File: config.mk
export PLATFORM = sky130hd
export DESIGN_NAME = button_conditioner_flat
export DESIGN_NICKNAME = d
export VERILOG_FILES = /design/src/rtl/button_conditioner_if.sv /design/src/rtl/button_conditioner.sv /design/src/flat_wrapper.sv
export SDC_FILE = /design/constraint.sdc
export NUM_CORES = 1
export LEC_CHECK = 0
export CELL_PAD_IN_SITES_DETAIL_PLACEMENT = 1
export CELL_PAD_IN_SITES_GLOBAL_PLACEMENT = 1
export CORE_UTILIZATION = 40
export CTS_BUF_LIST = sky130_fd_sc_hd__clkbuf_16
export DETAILED_ROUTE_END_ITERATION = 10
export HOLD_SLACK_MARGIN = 0.1
export PLACE_DENSITY_LB_ADDON = 0.1
export SLEW_MARGIN = 30
export SYNTH_ARGS = -nofsm -noshare
export SYNTH_HDL_FRONTEND = slang
export SYNTH_SLANG_ARGS = --single-unit
File: constraint.sdc
create_clock -name clk -period 1.7 [get_ports clk]
set_input_delay 0.34 -clock clk [delete_from_list [all_inputs] [get_ports clk]]
set_output_delay 0.34 -clock clk [all_outputs]
set_load 0.02 [all_outputs]
File: src/rtl/button_conditioner_if.sv
// Push-button conditioner bundle: raw pad input toward the conditioner,
// debounced level and event pulses back out.
interface button_conditioner_if;
    logic button_raw;
    logic button;
    logic press_pulse;
    logic release_pulse;
    logic long_pulse;

    modport master (
        output button_raw,
        input  button,
        input  press_pulse,
        input  release_pulse,
        input  long_pulse
    );

    modport slave (
        input  button_raw,
        output button,
        output press_pulse,
        output release_pulse,
        output long_pulse
    );
endinterface

File: src/rtl/button_conditioner.sv
// Synchronises and debounces a mechanical push-button, producing a clean
// level plus one-cycle press, release and long-press pulses.
module button_conditioner #(
    parameter int unsigned SYNC_STAGES       = 2,
    parameter int unsigned DEBOUNCE_CYCLES   = 4,
    parameter int unsigned LONG_PRESS_CYCLES = 20
) (
    input  logic                 clk,
    input  logic                 reset,
    button_conditioner_if.slave  bus
);
    localparam int unsigned CNT_W  = (DEBOUNCE_CYCLES > 1) ? $clog2(DEBOUNCE_CYCLES) : 1;
    localparam int unsigned LCNT_W = $clog2(LONG_PRESS_CYCLES);
    localparam logic [CNT_W-1:0]  CNT_MAX  = CNT_W'(DEBOUNCE_CYCLES - 1);
    localparam logic [LCNT_W-1:0] LCNT_MAX = LCNT_W'(LONG_PRESS_CYCLES - 1);

    typedef enum logic [1:0] {
        IDLE         = 2'd0,
        PRESS_WAIT   = 2'd1,
        PRESSED      = 2'd2,
        RELEASE_WAIT = 2'd3
    } state_e;

    logic [SYNC_STAGES-1:0] sync_q, sync_d;
    state_e                 state_q, state_d;
    logic [CNT_W-1:0]       cnt_q, cnt_d;
    logic [LCNT_W-1:0]      lcnt_q, lcnt_d;
    logic                   fired_q, fired_d;
    logic                   button_q, button_d;
    logic                   press_q, press_d;
    logic                   release_q, release_d;
    logic                   long_q, long_d;
    logic                   s;

    assign sync_d = {sync_q[SYNC_STAGES-2:0], bus.button_raw};
    assign s      = sync_q[SYNC_STAGES-1];

    // Next-state: debounce FSM plus hold timer running while the level is high
    always_comb begin
        state_d   = state_q;
        cnt_d     = cnt_q;
        lcnt_d    = lcnt_q;
        fired_d   = fired_q;
        button_d  = button_q;
        press_d   = 1'b0;
        release_d = 1'b0;
        long_d    = 1'b0;

        if (button_q) begin
            if (lcnt_q < LCNT_MAX) begin
                lcnt_d = lcnt_q + LCNT_W'(1);
            end else if (!fired_q) begin
                long_d  = 1'b1;
                fired_d = 1'b1;
            end
        end

        case (state_q)
            IDLE: begin
                if (s) begin
                    state_d = PRESS_WAIT;
                    cnt_d   = '0;
                end
            end
            PRESS_WAIT: begin
                if (!s) begin
                    state_d = IDLE;
                end else if (cnt_q == CNT_MAX) begin
                    state_d  = PRESSED;
                    button_d = 1'b1;
                    press_d  = 1'b1;
                    lcnt_d   = '0;
                    fired_d  = 1'b0;
                end else begin
                    cnt_d = cnt_q + CNT_W'(1);
                end
            end
            PRESSED: begin
                if (!s) begin
                    state_d = RELEASE_WAIT;
                    cnt_d   = '0;
                end
            end
            RELEASE_WAIT: begin
                // A return to high is a bounce; the hold timer keeps running
                if (s) begin
                    state_d = PRESSED;
                end else if (cnt_q == CNT_MAX) begin
                    state_d   = IDLE;
                    button_d  = 1'b0;
                    release_d = 1'b1;
                end else begin
                    cnt_d = cnt_q + CNT_W'(1);
                end
            end
            default: begin
                state_d   = IDLE;
                button_d  = 1'b0;
                press_d   = 1'b0;
                release_d = 1'b0;
                long_d    = 1'b0;
            end
        endcase
    end

    always_ff @(posedge clk) begin
        if (reset) begin
            sync_q    <= '0;
            state_q   <= IDLE;
            cnt_q     <= '0;
            lcnt_q    <= '0;
            fired_q   <= 1'b0;
            button_q  <= 1'b0;
            press_q   <= 1'b0;
            release_q <= 1'b0;
            long_q    <= 1'b0;
        end else begin
            sync_q    <= sync_d;
            state_q   <= state_d;
            cnt_q     <= cnt_d;
            lcnt_q    <= lcnt_d;
            fired_q   <= fired_d;
            button_q  <= button_d;
            press_q   <= press_d;
            release_q <= release_d;
            long_q    <= long_d;
        end
    end

    assign bus.button        = button_q;
    assign bus.press_pulse   = press_q;
    assign bus.release_pulse = release_q;
    assign bus.long_pulse    = long_q;
endmodule

File: src/flat_wrapper.sv
// flat-port wrapper written by rule: the top's interface ports become plain ports
module button_conditioner_flat 
#(
    parameter int unsigned SYNC_STAGES       = 2,
    parameter int unsigned DEBOUNCE_CYCLES   = 4,
    parameter int unsigned LONG_PRESS_CYCLES = 20
)
  (clk, reset, bus_button_raw, bus_button, bus_press_pulse, bus_release_pulse, bus_long_pulse);
  button_conditioner_if bus_i ();
  input  logic clk;
  input  logic reset;
  input wire logic [$bits(bus_i.button_raw)-1:0] bus_button_raw;
  output wire logic [$bits(bus_i.button)-1:0] bus_button;
  output wire logic [$bits(bus_i.press_pulse)-1:0] bus_press_pulse;
  output wire logic [$bits(bus_i.release_pulse)-1:0] bus_release_pulse;
  output wire logic [$bits(bus_i.long_pulse)-1:0] bus_long_pulse;
  assign bus_i.button_raw = bus_button_raw;
  assign bus_button = bus_i.button;
  assign bus_press_pulse = bus_i.press_pulse;
  assign bus_release_pulse = bus_i.release_pulse;
  assign bus_long_pulse = bus_i.long_pulse;
  button_conditioner #(.SYNC_STAGES(SYNC_STAGES), .DEBOUNCE_CYCLES(DEBOUNCE_CYCLES), .LONG_PRESS_CYCLES(LONG_PRESS_CYCLES)) u_core (.clk(clk), .reset(reset), .bus(bus_i));
endmodule
== Word-level counts from Yosys, hierarchy flattened ==
Cells that the tools add are included.
Operators by class
  $add $sub $neg: 2
  order comparisons: 1
  eq/ne operators: 12
  mux-type cells: 30
  bitwise logic cells: 4
  reductions and logical operators: 8
Operators with widths (number)
  5-bit 2-to-1 mux: 5
  2-bit 2-to-1 mux: 11
  2-bit one-hot mux with 4 select lines: 2
  1-bit 2-to-1 mux: 11
  3-bit OR reduction: 3
  2-bit by 1-bit != test with 1-bit output, second input constant: 4
  4-bit AND reduction: 2
  2-bit equality test, second input constant: 3
  5-bit by 1-bit adder with 5-bit output, second input constant: 1
  5-bit less-than comparator, second input constant: 1
  5-bit AND reduction: 1
  2-bit != test, second input constant: 2
  1-bit inverter: 4
  3-bit by 1-bit != test with 1-bit output, second input constant: 1
  3-bit != test, second input constant: 1
  2-bit by 1-bit adder with 2-bit output, second input constant: 1
  2-bit by 1-bit equality test with 1-bit output, second input constant: 1
  2-bit logical NOT: 1
  1-bit one-hot mux with 2 select lines: 1
  2-bit nonzero test: 1
Word-level totals
  register bits: 16
  output and inout port bits: 4
  word-level logic and storage cells: 66

== Longest topological paths before layout ==
Gate-level depths: netlist of the first run.
  depth in word-level cells: 6
  gate-level depth with buffers: 4

== Worst setup path after synthesis of the first run ==
OpenSTA, ideal clock, no wires.
  path kind: register to register
  start point: register u_core.button_q, in the netlist u_core.bus.button
  end point: register u_core.lcnt_q[3]
  arrival time: 1.158 ns
  data required time: 1.630 ns
  setup slack: 0.472 ns
  cell stages (with the launch flop): 5
  path buffers: 1
  period minus slack after synthesis: 1.228 ns
  cell sequence: dfxtp_1 > buf_2 > nand4_1 > or3_1 > a21oi_1
Between the ends
  word-level cells in the longest chain between the ends: 4
Ends and longest elaborated chain
  start: declaration: line button_conditioner.sv:29  | logic button_q, button_d;
  start signal: assignment: line button_conditioner.sv:123  | button_q <= button_d;
  5-bit 2-to-1 mux *: line button_conditioner.sv:49  | if (button_q) begin
  5-bit 2-to-1 mux: line button_conditioner.sv:68  | end else if (cnt_q == CNT_MAX) begin
  5-bit 2-to-1 mux: line button_conditioner.sv:66  | if (!s) begin
  5-bit 2-to-1 mux *: line button_conditioner.sv:58  | case (state_q)
  end signal: assignment: line button_conditioner.sv:121  | lcnt_q <= lcnt_d;
  end: declaration: line button_conditioner.sv:27  | logic [LCNT_W-1:0] lcnt_q, lcnt_d;
Every way passes the cells marked *; elsewhere a longest branch is shown, timed or not.
A chain may end at the register's enable or synchronous reset.

== Worst setup path in the final report of the first run ==
  start point: register u_core.button_q, in the netlist u_core.bus.button
  end point: output port bus_button
RTL lines
  end: declaration: line flat_wrapper.sv:13  | output wire logic [$bits(bus_i.button)-1:0] bus_button;
No word-level cell between the ends.

==> metrics.md, run 1 <==
| Metric | Value |
|---|---|
| Status | finished, final reports clean |
| Vias in the first global route | approximately 530 |
| Routability cong. | 0.7666 |
| Final wirelength | around 1400 um |
| Design Area, Final | roughly 800 um2 |
| TNS Setup | 0 ns |
| Worst setup EP type | primary output |
| Area growth syn-to-layout | 24.57% |
| Core ar. | ~1500 um2 |
| Clk slew on worst S/H paths | 0.05 ns |
| Worst Clk Skew | 0.002343 ns |
| Die X | 42.53 um |
| Final setup fails | 0 |
| Antenna fix cells | 0 |
| Nets@finish | 85 |
| Die area | 1808 um2 |
| Slew HR | 0.6758 |
| First-pass GRT wire length | 2290 um |
| Drt first pass iters | 2 |
| Placed instance area | 739.5 um2 |
| CP Buf/Inv Count | 1 |
| Gr usage total | 0.1750 |
| Hold Crit Depth | 1 |
| Num ports | 7 |
| CTS tree | yes |
| Register area share after synthesis | 0.4876 |
| Top Family by Delay on Critical Path | buffers and inverters |
| Drt drc | 0 |
| CP required | 1.36 ns |
| Clock Path Buffers | 2 |
| Max Cap Viol | 0 |
| Die height | 42.53 um |
| Yosys warnings | 0 |
| Row count | 14 |
| Peak VDD IR | approximately 0.54 mV |
| Max FO, Critical Path | 2 |
| Pleak | 0.0003031 uW |
| Peak Freq | 662.6 MHz |
| Final Critical Period | between 1.5 and 2 ns |
| Port bufs | 6 |
| Slew @ Worst Pin | ~0.48 ns |
| Slowest cell delay on critical path | around 0.60 ns |
| Final worst-path cycle share | 0.8877 |
| Mapped Avg Cell Area | 9.384 um2 |
| Unrepaired setup endpoints after global routing | false |
| Predominant post-synthesis flop cell | dfxtp_1 |
| GR Overflow Total | 0 |
| R2r worst-path depth | 4 |
| Cell count after synthesis | 70 |
| Crit path DAT | 1.17 ns |
| Synth Register Bits | 16 |
| CTS sink cnt | 16 |
| Crit path kind | flip-flop to primary output |
| Yosys cell types | 32 |
| Total power | 911.1 uW |
| Crit start category | flip-flop |
| Critical path depth | 1 |
| DRT iter0 DRCs | 3 |
| Post-route ant nets | 0 |
| Final slew viol count | 0 |
| Initial antenna violation count | 0 |
| Num CTS Buffers | 3 |
| WHS | 0.4307 ns |
| WL/cell | approximately 15 um |
| Met2 WL | 596 um |
| Via count | 537 |
| Cell Area, Synth | 656.9 um2 |
| Setup bufs post-CTS | 0 |
| Root Buffer | clkbuf_16 |
| HPWL after DPL | around 920 um |
| Post-CTS sizing | 0 |
| H-Tree Depth | 1 |
| Final hold vios | 0 |
| DR top layer | met4 |
| M1 wire length | 719 um |
| Number of enable flip-flop cells after synthesis | 0 |
| Clock Latency Late Sink | 0.25 ns |
| Pwr Density | 1113 nW/um2 |
| Starting Density | 0.4310 |
| Hold Crit Class | flip-flop to flip-flop |
| Pin count of the biggest net entering global routing | 12 |
| FFs w/ async S/R, synth | 0 |
| Syn_nets | 75 |
| Ratio of cells with drive above 1 in the final layout | 0.07595 |
| Vias/cell | 5.653 |
| Slowest-stage cell, CP | clkdlybuf4s50_1 |
| Met3 wire length | 50 um |
| Crit-path cells | clkdlybuf4s50_1 |
| Hold-fix buffers at CTS | 0 |
==> sequential cells by signal (all words and copies together), names as in the netlist, named ones only <==
register	cells
u_core.lcnt_q	5
u_core.bus.long_pulse	1
u_core.fired_q	1
u_core.state_q	1
u_core.bus.release_pulse	1
u_core.sync_q	2
u_core.bus.button	1
u_core.bus.press_pulse	1
u_core.cnt_q	2
==> metal layers <==
layer / vias to the layer above / GRT usage
li1: 275 / -
met1: 249 / 0.2306
met2: 10 / 0.2400
met3: 3 / 0.06897
met4: 0 / 0.1000
met5: - / 0
==> final timing paths <==
path                                              end  slack (ns)              start
worst min-delay path            u_core.bus.long_pulse        0.43     u_core.fired_q
worst max register to register       u_core.lcnt_q[4]        0.22    u_core.cnt_q[0]
worst min register to register  u_core.bus.long_pulse        0.43     u_core.fired_q
worst max-delay path                       bus_button        0.19  u_core.bus.button
==> worst register-to-register path, cell delays in order, from the launching register on <==
cell	delay, ns
dfxtp_1	0.37
ha_1	0.27
nand2_1	0.17
o21ai_1	0.44
nor2_1	0.10
==> cell families after synthesis <==
family,share of synthesized area
and+or+nand+nor,0.2152
AOI/OAI and AO/OA,0.2095
adders and majority gates,0.03809
buffers and inverters,0.03619
xor gates and xnor gates,0.01334
DFF,0.4876
==> cell usage in the layout (no fill, tap or decap), types with 2 or more instances in the layout <==
cell	n
a211oi_1	2
a21oi_1	6
and3b_1	2
buf_4	2
clkbuf_16	3
clkdlybuf4s50_1	6
dfxtp_1	16
ha_1	2
inv_1	3
nand2_1	4
nand2b_1	2
nand3_1	3
nor2_1	2
nor2b_1	2
nor3_1	3
o21ai_0	3
==> through the flow <==
stage,cells,util,worst slack (ns)
floorplan,70,-,0.4722
global placement,91,0.4852,0.2712
detailed placement,91,0.4852,0.2388
CTS,95,0.5369,0.1847
global route,95,0.5369,0.09395
finish,95,0.5369,0.1909
==> layout make-up <==
cell class / instances / area [um2]
well taps: 16 / 20.02
inverters: 3 / 11.26
clock inverters: 1 / 3.754
repair buffers: 8 / 75.07
flip-flops and latches: 16 / 320.3
clock buffers: 3 / 75.07
fillers: 178 / 705.7
multi-input cells: 48 / 312.8
==> synthesized netlist by cell type (3+ instances only) <==
cell type	n	area (um2)
nand2_1	4	15.01
inv_1	3	11.26
a21oi_1	6	30.03
dfxtp_1	16	320.3
nor3_1	3	15.01
nand3_1	3	15.01
o21ai_0	3	15.01
==> power by group <==
group,switching (uW),total (uW),internal [uW]
clock,148,461,312
sequential,11.8,397,386
combinational,26.6,53.0,26.4
total,187,911,724
Note: power is estimated with default switching activity, not from simulation.
==> inputs of run 2 (changes only) <==
--- a/config.mk
+++ b/config.mk
@@ -12,6 +12,7 @@
 export DETAILED_ROUTE_END_ITERATION = 10
 export HOLD_SLACK_MARGIN = 0.1
 export PLACE_DENSITY_LB_ADDON = 0.1
+export RECOVER_POWER = 25
 export SLEW_MARGIN = 30
 export SYNTH_ARGS = -nofsm -noshare
 export SYNTH_HDL_FRONTEND = slang
==> run 2 against run 1 <==
Against the previous run:
- critical path depth unchanged
- via count decreased by 1.3%
- clock skew about the same
- count of clock-buffer cells in the layout unchanged
- largest power group unchanged
- highest routed layer unchanged
==> metrics.md, run 2 (same netlist as run 1, synthesis figures left out) <==
| Metric | Value |
|---|---|
| Status | finished, final reports clean |
| FF/Latch Area | 320.3 um2 |
| Peak Freq | 662.4 MHz |
| WL/cell | between 10 and 15 um |
| CP required | 1.36 ns |
| Pwr Density | between 1000 and 1500 nW/um2 |
| R2r worst-path depth | 4 |
| Drt first pass iters | 3 |
| Peak VDD IR | 0.5368 mV |
| Num CTS Buffers | 3 |
| CTS sink cnt | 16 |
| Top Registers | u_core.lcnt_q: 5 flops, u_core.cnt_q: 2 flops, u_core.sync_q: 2 flops |
| Row count | 14 |
| Post-CTS sizing | 0 |
| Port bufs | 6 |
| Worst setup EP type | primary output |
| Comb pwr share | 0.057 |
| Clock Path Buffers | 2 |
| Antenna fix cells | 0 |
| Hold-fix buffers at CTS | 0 |
| Setup bufs post-CTS | 0 |
| Final worst-path cycle share | 0.8881 |
| Drt drc | 0 |
| Root Buffer | clkbuf_16 |
| Crit-path cells | clkdlybuf4s50_1 |
| Most frequent cells in the layout | 16 x dfxtp_1, 6 x a21oi_1, 5 x clkdlybuf4s50_1 |
| First-pass GRT wire length | roughly 2300 um |
| Clk slew on worst S/H paths | 0.05 ns |
| Final wirelength | 1377 um |
| Worst Clk Skew | 0.002528 ns |
| Vias in the first global route | 529 |
| Seq pwr share | 0.437 |
| Worst setup margin | 0.1902 ns |
| Gr usage total | 0.1750 |
| Hold Crit Class | flip-flop to flip-flop |
| Sw frac | 0.2058 |
| Via count | 530 |
| Clock share of power | 0.507 |
| TNS Setup | 0 ns |
| Reg-to-reg slack, setup | approximately 0.21 ns |
| Max Cap Viol | 0 |
| R2r endpoint | u_core.lcnt_q[4] |
| CTS tree | yes |
| Slowest-stage cell, CP | clkdlybuf4s50_1 |
| Die height | 42.53 um |
| GR Overflow Total | 0 |
| Critical path depth | 1 |
| Initial antenna violation count | 0 |
| Crit path kind | flip-flop to primary output |
| HPWL after DPL | 917.7 um |
| Unrepaired setup endpoints after global routing | false |
| Ratio of cells with drive above 1 in the final layout | 0.06329 |
| Starting Density | 0.4310 |
| Crit start category | flip-flop |
| DRT iter0 DRCs | 3 |
| Top Family by Delay on Critical Path | buffers and inverters |
| NetSw | 187.2 uW |
| Max FO, Critical Path | 2 |
| Final slew viol count | 0 |
| Clock Latency Late Sink | 0.25 ns |
| Pleak | 0.0002997 uW |
| Nets@finish | 85 |
| Area growth syn-to-layout | 24.00% |
| CP endpoint | bus_button |
| Pre-CTS setup slack | approximately 0.24 ns |
| CP Buf/Inv Count | 1 |
| Num ports | 7 |
| Final hold vios | 0 |
| Reg2reg start | u_core.cnt_q[0] |
| Routability cong. | approximately 0.77 |
| Post-route ant nets | 0 |
| Crit path DAT | 1.17 ns |
| Die X | 42.53 um |
| H-Tree Depth | 1 |
| Slew @ Worst Pin | 0.4937 ns |
| Die area | 1808 um2 |
| CP startpoint | u_core.bus.button |
| Final setup fails | 0 |
| Hold Crit Depth | 1 |
| Core ar. | around 1500 um2 |
| Pin count of the biggest net entering global routing | 12 |
| Slew HR | 0.6686 |
| Internal Power | between 700 and 800 uW |
| Max reg flops | 5 |
| Total of fill cells in the finished design | roughly 180 |
| Final Critical Period | 1.510 ns |
| Slowest cell delay on critical path | approximately 0.60 ns |
| Most common cell after layout, fill and taps aside | dfxtp_1 |
| Top reg by flops | u_core.lcnt_q |
| Multi-input logic area | 312.8 um2 |
| Vias/cell | 5.579 |
==> run 2: changes by cell type in the layout (fill, tap and decap cells not counted) <==
cell	before	now
clkbuf_1	0	1
clkdlybuf4s50_1	6	5
dlygate4sd3_1	0	1
buf_4	2	1
==> run 2: metal layers <==
metal  routed length (um)  up-vias  GRT usage
li1                     -      274          -
met1                  712      243     0.2306
met2                  611       11     0.2400
met3                   44        2    0.06897
met4                    8        0     0.1000
met5                    0        -          0
==> run 2: worst min-delay path by stage <==
stage	to	start	slack, ns
floorplan	u_core.bus.long_pulse	u_core.fired_q	0.40
global placement	u_core.bus.long_pulse	u_core.fired_q	0.41
detailed placement	u_core.bus.long_pulse	u_core.fired_q	0.42
CTS	u_core.bus.long_pulse	u_core.fired_q	0.44
global route	u_core.bus.long_pulse	u_core.fired_q	0.46
finish	u_core.bus.long_pulse	u_core.fired_q	0.43
==> run 2: power by group through the flow <==
stage          Clock, uW  Sequential (uW)  Combinational [uW]
6_report             461              397                51.5
5_1_grt              485              398                57.6
4_1_cts              472              397                53.1
3_5_place_dp           0              405                52.3
3_3_place_gp           0              405                51.7
2_1_floorplan          0              405                31.1
==> run 2: metrics by stage <==
step / total power (uW) / cells / hold WS [ns] / cell area, um2 / utilization
after CTS: 921.6 / 95 / 0.4356 / 818.3 / 0.5369
final: 910.0 / 95 / 0.4310 / 814.5 / 0.5345
after detailed placement: 456.9 / 91 / 0.4194 / 739.5 / 0.4852
after floorplan: 435.9 / 70 / 0.3973 / 656.9 / -
after global placement: 456.4 / 91 / 0.4148 / 739.5 / 0.4852
after global routing: 940.8 / 95 / 0.4575 / 814.5 / 0.5345
==> run 2: cell type report <==
class | instances | share of cell area
clock buffer | 3 | 0.09217
clock inverter | 1 | 0.004608
inverter | 3 | 0.01382
multi-input combinational | 48 | 0.3840
sequential | 16 | 0.3932
tap | 16 | 0.02458
timing repair buffer | 8 | 0.08756
==> inputs of run 3 (changes only) <==
--- a/config.mk
+++ b/config.mk
@@ -13,6 +13,7 @@
 export HOLD_SLACK_MARGIN = 0.1
 export PLACE_DENSITY_LB_ADDON = 0.1
 export RECOVER_POWER = 25
+export SKIP_LAST_GASP = 1
 export SLEW_MARGIN = 30
 export SYNTH_ARGS = -nofsm -noshare
 export SYNTH_HDL_FRONTEND = slang
==> results of run 3 <==
No change in the layout: final DEF, timing and power equal those of run 2.
